--- config.mk ---
export PLATFORM = sky130hd
export DESIGN_NAME = pipe_hazard_ctrl
export DESIGN_NICKNAME = d
export VERILOG_FILES = /design/src/rtl/pipe_hazard_ctrl_pkg.sv /design/src/rtl/pipe_hazard_ctrl_hazard_match.sv /design/src/rtl/pipe_hazard_ctrl.sv
export SDC_FILE = /design/constraint.sdc
export NUM_CORES = 1
export LEC_CHECK = 0
export CAP_MARGIN = 20
export CORE_ASPECT_RATIO = 0.6
export CORE_MARGIN = 4
export CORE_UTILIZATION = 50
export DETAILED_ROUTE_END_ITERATION = 16
export DONT_BUFFER_PORTS = 1
export PLACE_DENSITY_LB_ADDON = 0.15
export SLEW_MARGIN = 20
export SYNTH_ARGS = -nofsm -noshare
export SYNTH_HDL_FRONTEND = slang
export SYNTH_HIERARCHICAL = 1
export SYNTH_SLANG_ARGS = --single-unit
--- constraint.sdc ---
create_clock -name clk -period 2.25 [get_ports clk]
set_input_delay 0.225 -clock clk [delete_from_list [all_inputs] [get_ports clk]]
set_output_delay 0.225 -clock clk [all_outputs]
set_load 0.05 [all_outputs]
--- src/rtl/pipe_hazard_ctrl_pkg.sv ---
// Shared definitions for the pipeline hazard / control unit.
package pipe_hazard_ctrl_pkg;

   // EX operand source select codes driven onto o_Fwd_A / o_Fwd_B
   typedef enum logic [1:0] {
      FWD_REG = 2'b00,   // register file read
      FWD_MEM = 2'b01,   // EX/MEM ALU result
      FWD_WB  = 2'b10    // WB write data
   } fwd_sel_e;

   // The younger producer (MEM) wins over the older one (WB)
   function automatic fwd_sel_e fwd_pick(input logic mem_hit, input logic wb_hit);
      if (mem_hit) return FWD_MEM;
      if (wb_hit)  return FWD_WB;
      return FWD_REG;
   endfunction

endpackage

--- src/rtl/pipe_hazard_ctrl_hazard_match.sv ---
// One producer/consumer comparison: a stage that really writes a register
// against a source operand that is really read.
module hazard_match #(
   parameter int REG_AW = 3
) (
   input  logic              eff_write,
   input  logic [REG_AW-1:0] dest,
   input  logic [REG_AW-1:0] src,
   input  logic              uses,
   output logic              match
);

   assign match = eff_write & uses & (dest == src);

endmodule

--- src/rtl/pipe_hazard_ctrl.sv ---
// Hazard and pipeline-control unit for the 5-stage core: shadows the
// EX/MEM/WB destination state, raises stalls and flushes, selects EX operand
// forwarding and counts retired instructions.
module pipe_hazard_ctrl
   import pipe_hazard_ctrl_pkg::*;
#(
   parameter int REG_AW     = 3,
   parameter int FORWARD_EN = 1,
   parameter int ZERO_REG   = 1,
   parameter int CNT_W      = 32
) (
   input  logic              clk,
   input  logic              reset,
   input  logic [REG_AW-1:0] i_Rs,
   input  logic [REG_AW-1:0] i_Rt,
   input  logic              i_Uses_Rs,
   input  logic              i_Uses_Rt,
   input  logic [REG_AW-1:0] i_Dest,
   input  logic              i_Sig_RegWrite,
   input  logic              i_Sig_MemRead,
   input  logic              i_Branch_Taken,
   output logic              o_Stall,
   output logic              o_Bubble_Ex,
   output logic              o_Flush_If_Id,
   output logic              o_Flush_Id_Ex,
   output logic              o_Flush_Ex_Mem,
   output logic [1:0]        o_Fwd_A,
   output logic [1:0]        o_Fwd_B,
   output logic [CNT_W-1:0]  o_Retired
);

   typedef struct packed {
      logic              valid;
      logic              regwrite;
      logic [REG_AW-1:0] dest;
   } dst_t;

   typedef struct packed {
      dst_t dst;
      logic memread;
   } wr_t;

   typedef struct packed {
      logic [REG_AW-1:0] rs;
      logic [REG_AW-1:0] rt;
      logic              uses_rs;
      logic              uses_rt;
   } src_t;

   logic             id_valid_q;
   wr_t              ex_q;
   src_t             ex_src_q;
   wr_t              mem_q;
   dst_t             wb_q;
   logic [CNT_W-1:0] retired_q;

   logic     flush, stall, raw;
   fwd_sel_e fwd_a, fwd_b;

   // A write to the hardwired zero register is not a real write
   function automatic logic eff_write(input dst_t d);
      return d.valid & d.regwrite & !((ZERO_REG != 0) && (d.dest == '0));
   endfunction

   logic ex_eff, mem_eff, mem_alu_eff, wb_eff;
   assign ex_eff      = eff_write(ex_q.dst);
   assign mem_eff     = eff_write(mem_q.dst);
   assign mem_alu_eff = mem_eff & ~mem_q.memread;  // load data is not ready in MEM
   assign wb_eff      = eff_write(wb_q);

   logic ex_rs_hit, ex_rt_hit, mem_rs_hit, mem_rt_hit;
   logic fwd_mem_a, fwd_mem_b, fwd_wb_a, fwd_wb_b;

   // ID sources against the EX and MEM producers (stall detection)
   hazard_match #(.REG_AW(REG_AW)) u_ex_rs  (.eff_write(ex_eff),  .dest(ex_q.dst.dest),  .src(i_Rs), .uses(i_Uses_Rs), .match(ex_rs_hit));
   hazard_match #(.REG_AW(REG_AW)) u_ex_rt  (.eff_write(ex_eff),  .dest(ex_q.dst.dest),  .src(i_Rt), .uses(i_Uses_Rt), .match(ex_rt_hit));
   hazard_match #(.REG_AW(REG_AW)) u_mem_rs (.eff_write(mem_eff), .dest(mem_q.dst.dest), .src(i_Rs), .uses(i_Uses_Rs), .match(mem_rs_hit));
   hazard_match #(.REG_AW(REG_AW)) u_mem_rt (.eff_write(mem_eff), .dest(mem_q.dst.dest), .src(i_Rt), .uses(i_Uses_Rt), .match(mem_rt_hit));

   // EX sources against the MEM and WB producers (forwarding)
   hazard_match #(.REG_AW(REG_AW)) u_fm_a (.eff_write(mem_alu_eff), .dest(mem_q.dst.dest), .src(ex_src_q.rs), .uses(ex_src_q.uses_rs), .match(fwd_mem_a));
   hazard_match #(.REG_AW(REG_AW)) u_fm_b (.eff_write(mem_alu_eff), .dest(mem_q.dst.dest), .src(ex_src_q.rt), .uses(ex_src_q.uses_rt), .match(fwd_mem_b));
   hazard_match #(.REG_AW(REG_AW)) u_fw_a (.eff_write(wb_eff),      .dest(wb_q.dest),      .src(ex_src_q.rs), .uses(1'b1),              .match(fwd_wb_a));
   hazard_match #(.REG_AW(REG_AW)) u_fw_b (.eff_write(wb_eff),      .dest(wb_q.dest),      .src(ex_src_q.rt), .uses(1'b1),              .match(fwd_wb_b));

   // Same-cycle stall, flush and forward decisions; a taken branch overrides a stall
   always_comb begin
      // NOTE: every signal written here gets a default first, so no latch is inferred.
      flush = i_Branch_Taken & mem_q.dst.valid;
      raw   = 1'b0;
      fwd_a = FWD_REG;
      fwd_b = FWD_REG;
      if (FORWARD_EN != 0) begin
         raw   = ex_q.memread & (ex_rs_hit | ex_rt_hit);
         fwd_a = fwd_pick(fwd_mem_a, fwd_wb_a);
         fwd_b = fwd_pick(fwd_mem_b, fwd_wb_b);
      end else begin
         raw   = ex_rs_hit | ex_rt_hit | mem_rs_hit | mem_rt_hit;
      end
      stall = raw & ~flush;
   end

   assign o_Stall        = stall;
   assign o_Bubble_Ex    = stall;
   assign o_Flush_If_Id  = flush;
   assign o_Flush_Id_Ex  = flush;
   assign o_Flush_Ex_Mem = flush;
   assign o_Fwd_A        = fwd_a;
   assign o_Fwd_B        = fwd_b;
   assign o_Retired      = retired_q;

   // Advance the shadow pipeline; squashed or stalled slots become bubbles
   always_ff @(posedge clk or posedge reset) begin
      if (reset) begin
         id_valid_q <= 1'b0;
         ex_q       <= '0;
         ex_src_q   <= '0;
         mem_q      <= '0;
         wb_q       <= '0;
      end else begin
         // NOTE: non-blocking assignments so every stage moves on the pre-edge values.
         wb_q  <= mem_q.dst;
         mem_q <= flush ? '0 : ex_q;
         if (flush || stall) begin
            ex_q     <= '0;
            ex_src_q <= '0;
         end else begin
            ex_q     <= '{dst: '{valid: id_valid_q, regwrite: i_Sig_RegWrite, dest: i_Dest},
                          memread: i_Sig_MemRead};
            ex_src_q <= '{rs: i_Rs, rt: i_Rt, uses_rs: i_Uses_Rs, uses_rt: i_Uses_Rt};
         end
         if (flush)       id_valid_q <= 1'b0;
         else if (!stall) id_valid_q <= 1'b1;
      end
   end

   // Count instructions leaving WB; wraps naturally at the counter width
   always_ff @(posedge clk or posedge reset) begin
      if (reset)           retired_q <= '0;
      else if (wb_q.valid) retired_q <= retired_q + CNT_W'(1);
   end

endmodule

==> impl_metrics.env <==
export IMPL_status="finished, final reports clean"
export IMPL_grt_setup_unrepaired="no"
export IMPL_grt_pass1_vias=1874
export IMPL_clk_path_buf_depth=2
export IMPL_firstDrtPassIters=4
export IMPL_arrival_ps=1790
export IMPL_routed_via_density=5.20
export IMPL_cts_sinks=58
export IMPL_port_buffers=0
export IMPL_vdd_drop_max_mv=0.578
export IMPL_synthesis_area_um2=2700
export IMPL_yosysMostFrequentCell="dfrtp_1"
export IMPL_coreArea_um2=5130
export IMPL_cts_root_buf="clkbuf_8"
export IMPL_path_cells="nor3_1, nor3_1, nand2_1, nor4_2, nor2b_1, buf_4"
export IMPL_fin_crit_ps=2020
export IMPL_place_hpwl_um=4110
export IMPL_post_cts_buffers=0
export IMPL_cp_slowest_cell="dfrtp_1"
export IMPL_wire_per_inst_um=16.0
export IMPL_place_area_um2=3020
export IMPL_synth_area_leaders="dfrtp_1 (54%), xnor2_1 (8.8%), xor2_1 (6.8%), and3_1 (4.4%), nand4_1 (3.2%)"
export IMPL_die_height_um=64.9
export IMPL_grt_max_degree=59
export IMPL_worst_setup_path_type="register to output port"
export IMPL_cp_buffers_inverters=1
export IMPL_num_io_pins=57
export IMPL_slew_headroom_pct=51.9
export IMPL_finalInstanceArea_um2=3260
export IMPL_end_kind="output port"
export IMPL_maxSlewViolCount=0
export IMPL_insertion_delay_ps=330
export IMPL_grt_pass1_wl_um=9140
export IMPL_gr_total_overflow=0
export IMPL_drt_iter0_markers=88
export IMPL_nets=286
export IMPL_cellLeakagePower_nw=1.51
export IMPL_ant_nets=0
export IMPL_slowest_delay_ps=420
export IMPL_cts_max_level=3
export IMPL_path_clk_slew_ps=60
export IMPL_start_util_pct=52.6
export IMPL_synth_seq_area_share_pct=53.8
export IMPL_crit_required_ps=2030
export IMPL_die_area_um2=6680
export IMPL_area_growth_pct=20.9
export IMPL_layout_worst_path_cycle_share_pct=89.7
export IMPL_antenna_found_initial=0
export IMPL_synth_warnings=6
export IMPL_synthTopCellsByCount="dfrtp_1 (58), xnor2_1 (27), xor2_1 (21)"
export IMPL_setup_viol=0
export IMPL_power_density_nw_per_um2=966
export IMPL_synthDistinctLibCells=28
export IMPL_synth_top_cell_by_area="dfrtp_1"
export IMPL_hp_class="input pin to register"
export IMPL_tightest_slew_ps=721
export IMPL_die_w_um=103
export IMPL_power_mw=3.15
export IMPL_wl_um=5450
export IMPL_max_freq_mhz=496
export IMPL_gp_congestion=0.783
export IMPL_maxCapViolCount=0
export IMPL_setup_tns_final_ps=0
export IMPL_grt_use_total_pct=18.4
export IMPL_finClkSkew_ps=6.18
export IMPL_worst_setup_path_start_kind="register"
export IMPL_syn_avg_cell_area_um2=11.9
export IMPL_rows=20
export IMPL_synth_cells=227
export IMPL_n_antenna_cell=0
export IMPL_cts_tree="built"
export IMPL_synth_top_area_share_pct=53.8
export IMPL_drc_errors=0
export IMPL_pre_cts_slack_ps=480
export IMPL_finalWorstSetupSlack_ps=232
export IMPL_ys_flop_type="dfrtp_1"
export IMPL_ys_async_sr_fraction_pct=100
export IMPL_fillCellCount=403
export IMPL_vias=1769
export IMPL_drive_above_1_share_pct=29.2
export IMPL_crit_top_cell="nor3_1"
export IMPL_crit_fanout=4
export IMPL_ys_ff_latch=58
export IMPL_critPathTopFamily="simple AND/OR/NAND/NOR gates"
export IMPL_hold_viol=0
export IMPL_cts_buffers=9
export IMPL_synth_edf_count=0
==> final timing paths <==
kind	cells past startpoint	slack, ps	to	start
min	1	50	ex_q[3]	i_Dest[2]
max reg2reg	6	610	ex_src_q[1]	ex_q[3]
min reg2reg	0	390	wb_q[3]	mem_q[4]
max in group asynchronous	3	1210	o_Retired[22]	reset
max	6	230	o_Fwd_A[1]	mem_q[2]
min in group asynchronous	3	550	o_Retired[10]	reset
==> sequential cells by signal (all words and copies together), names as in the netlist <==
register,cells
ex_q,6
o_Retired,32
ex_src_q,8
wb_q,5
mem_q,6
id_valid_q,1
==> what timing repair did <==
action	CTS	global route
hold buffers	1	0
resized for setup	0	1
setup endpoints to repair	0	2
endpoints found under the hold margin	21	0
==> metal layers <==
metal / up-vias / part of all wire (%) / GRT usage, %
met5: - / 0 / 0
met4: 0 / 1.2 / 6.62
met3: 7 / 8.0 / 9.25
met2: 47 / 45 / 26.4
met1: 860 / 45 / 23.8
li1: 855 / - / -
==> worst reg2reg max path, delay by kind of cell, from the launching register on <==
family	cells	cell delay, ps
AOI/OAI and AO/OA	2	640
buffers and inverters	1	190
DFF	1	430
and+or+nand+nor	3	330
==> cells in the final DEF (no fill, tap or decap), types with 4 or more instances in the layout <==
master / netlist / routed
nor2_1: 6 / 5
nand2_1: 17 / 17
nand3_2: 8 / 8
inv_1: 5 / 4
nor4_2: 6 / 6
clkbuf_8: 0 / 11
nand4_1: 14 / 14
nand3_1: 5 / 5
and2_1: 8 / 8
nor3_1: 6 / 6
xnor2_1: 27 / 27
and3_1: 19 / 19
buf_4: 6 / 40
xor2_1: 21 / 21
dfrtp_1: 58 / 58
==> per-stage QoR <==
stage | hold slack, ps | cells | utilization [%]
final | 47.6 | 340 | 63.6
after global routing | 21.7 | 340 | 63.6
after CTS | 25.3 | 340 | 63.6
after detailed placement | 357 | 323 | 59.0
after global placement | 332 | 323 | 59.0
after floorplan | 354 | 228 | -
==> cell type report <==
| type | count | area, um^2 | share of cell area, % |
|---|---|---|---|
| Multi-Input combinational cell | 153 | 1150 | 35.3 |
| Timing Repair Buffer | 42 | 330 | 10.1 |
| Sequential cell | 58 | 1450 | 44.5 |
| Clock inverter | 4 | 73.8 | 2.26 |
| Clock buffer | 12 | 155 | 4.75 |
| Inverter | 5 | 18.8 | 0.575 |
| Tap cell | 66 | 82.6 | 2.53 |
==> cells by family (layout without fill, tap and decap cells) <==
group / after synthesis / in the layout / synth area share [%]
other: 1 / 2 / 0.139
buffers and inverters: 17 / 63 / 3.80
flip-flops: 58 / 58 / 53.8
AO/OA/AOI/OAI: 3 / 3 / 0.927
AND/OR/NAND/NOR: 97 / 97 / 24.3
XOR/XNOR: 49 / 49 / 16.2
multiplexers: 1 / 1 / 0.417
adder cells (fa/ha/maj): 1 / 1 / 0.464
==> power by group <==
group / internal [mW] / switching, mW
combinational: 0.241 / 0.487
clock: 0.684 / 0.392
sequential: 1.19 / 0.155
Note: power is estimated with default switching activity, not from simulation.
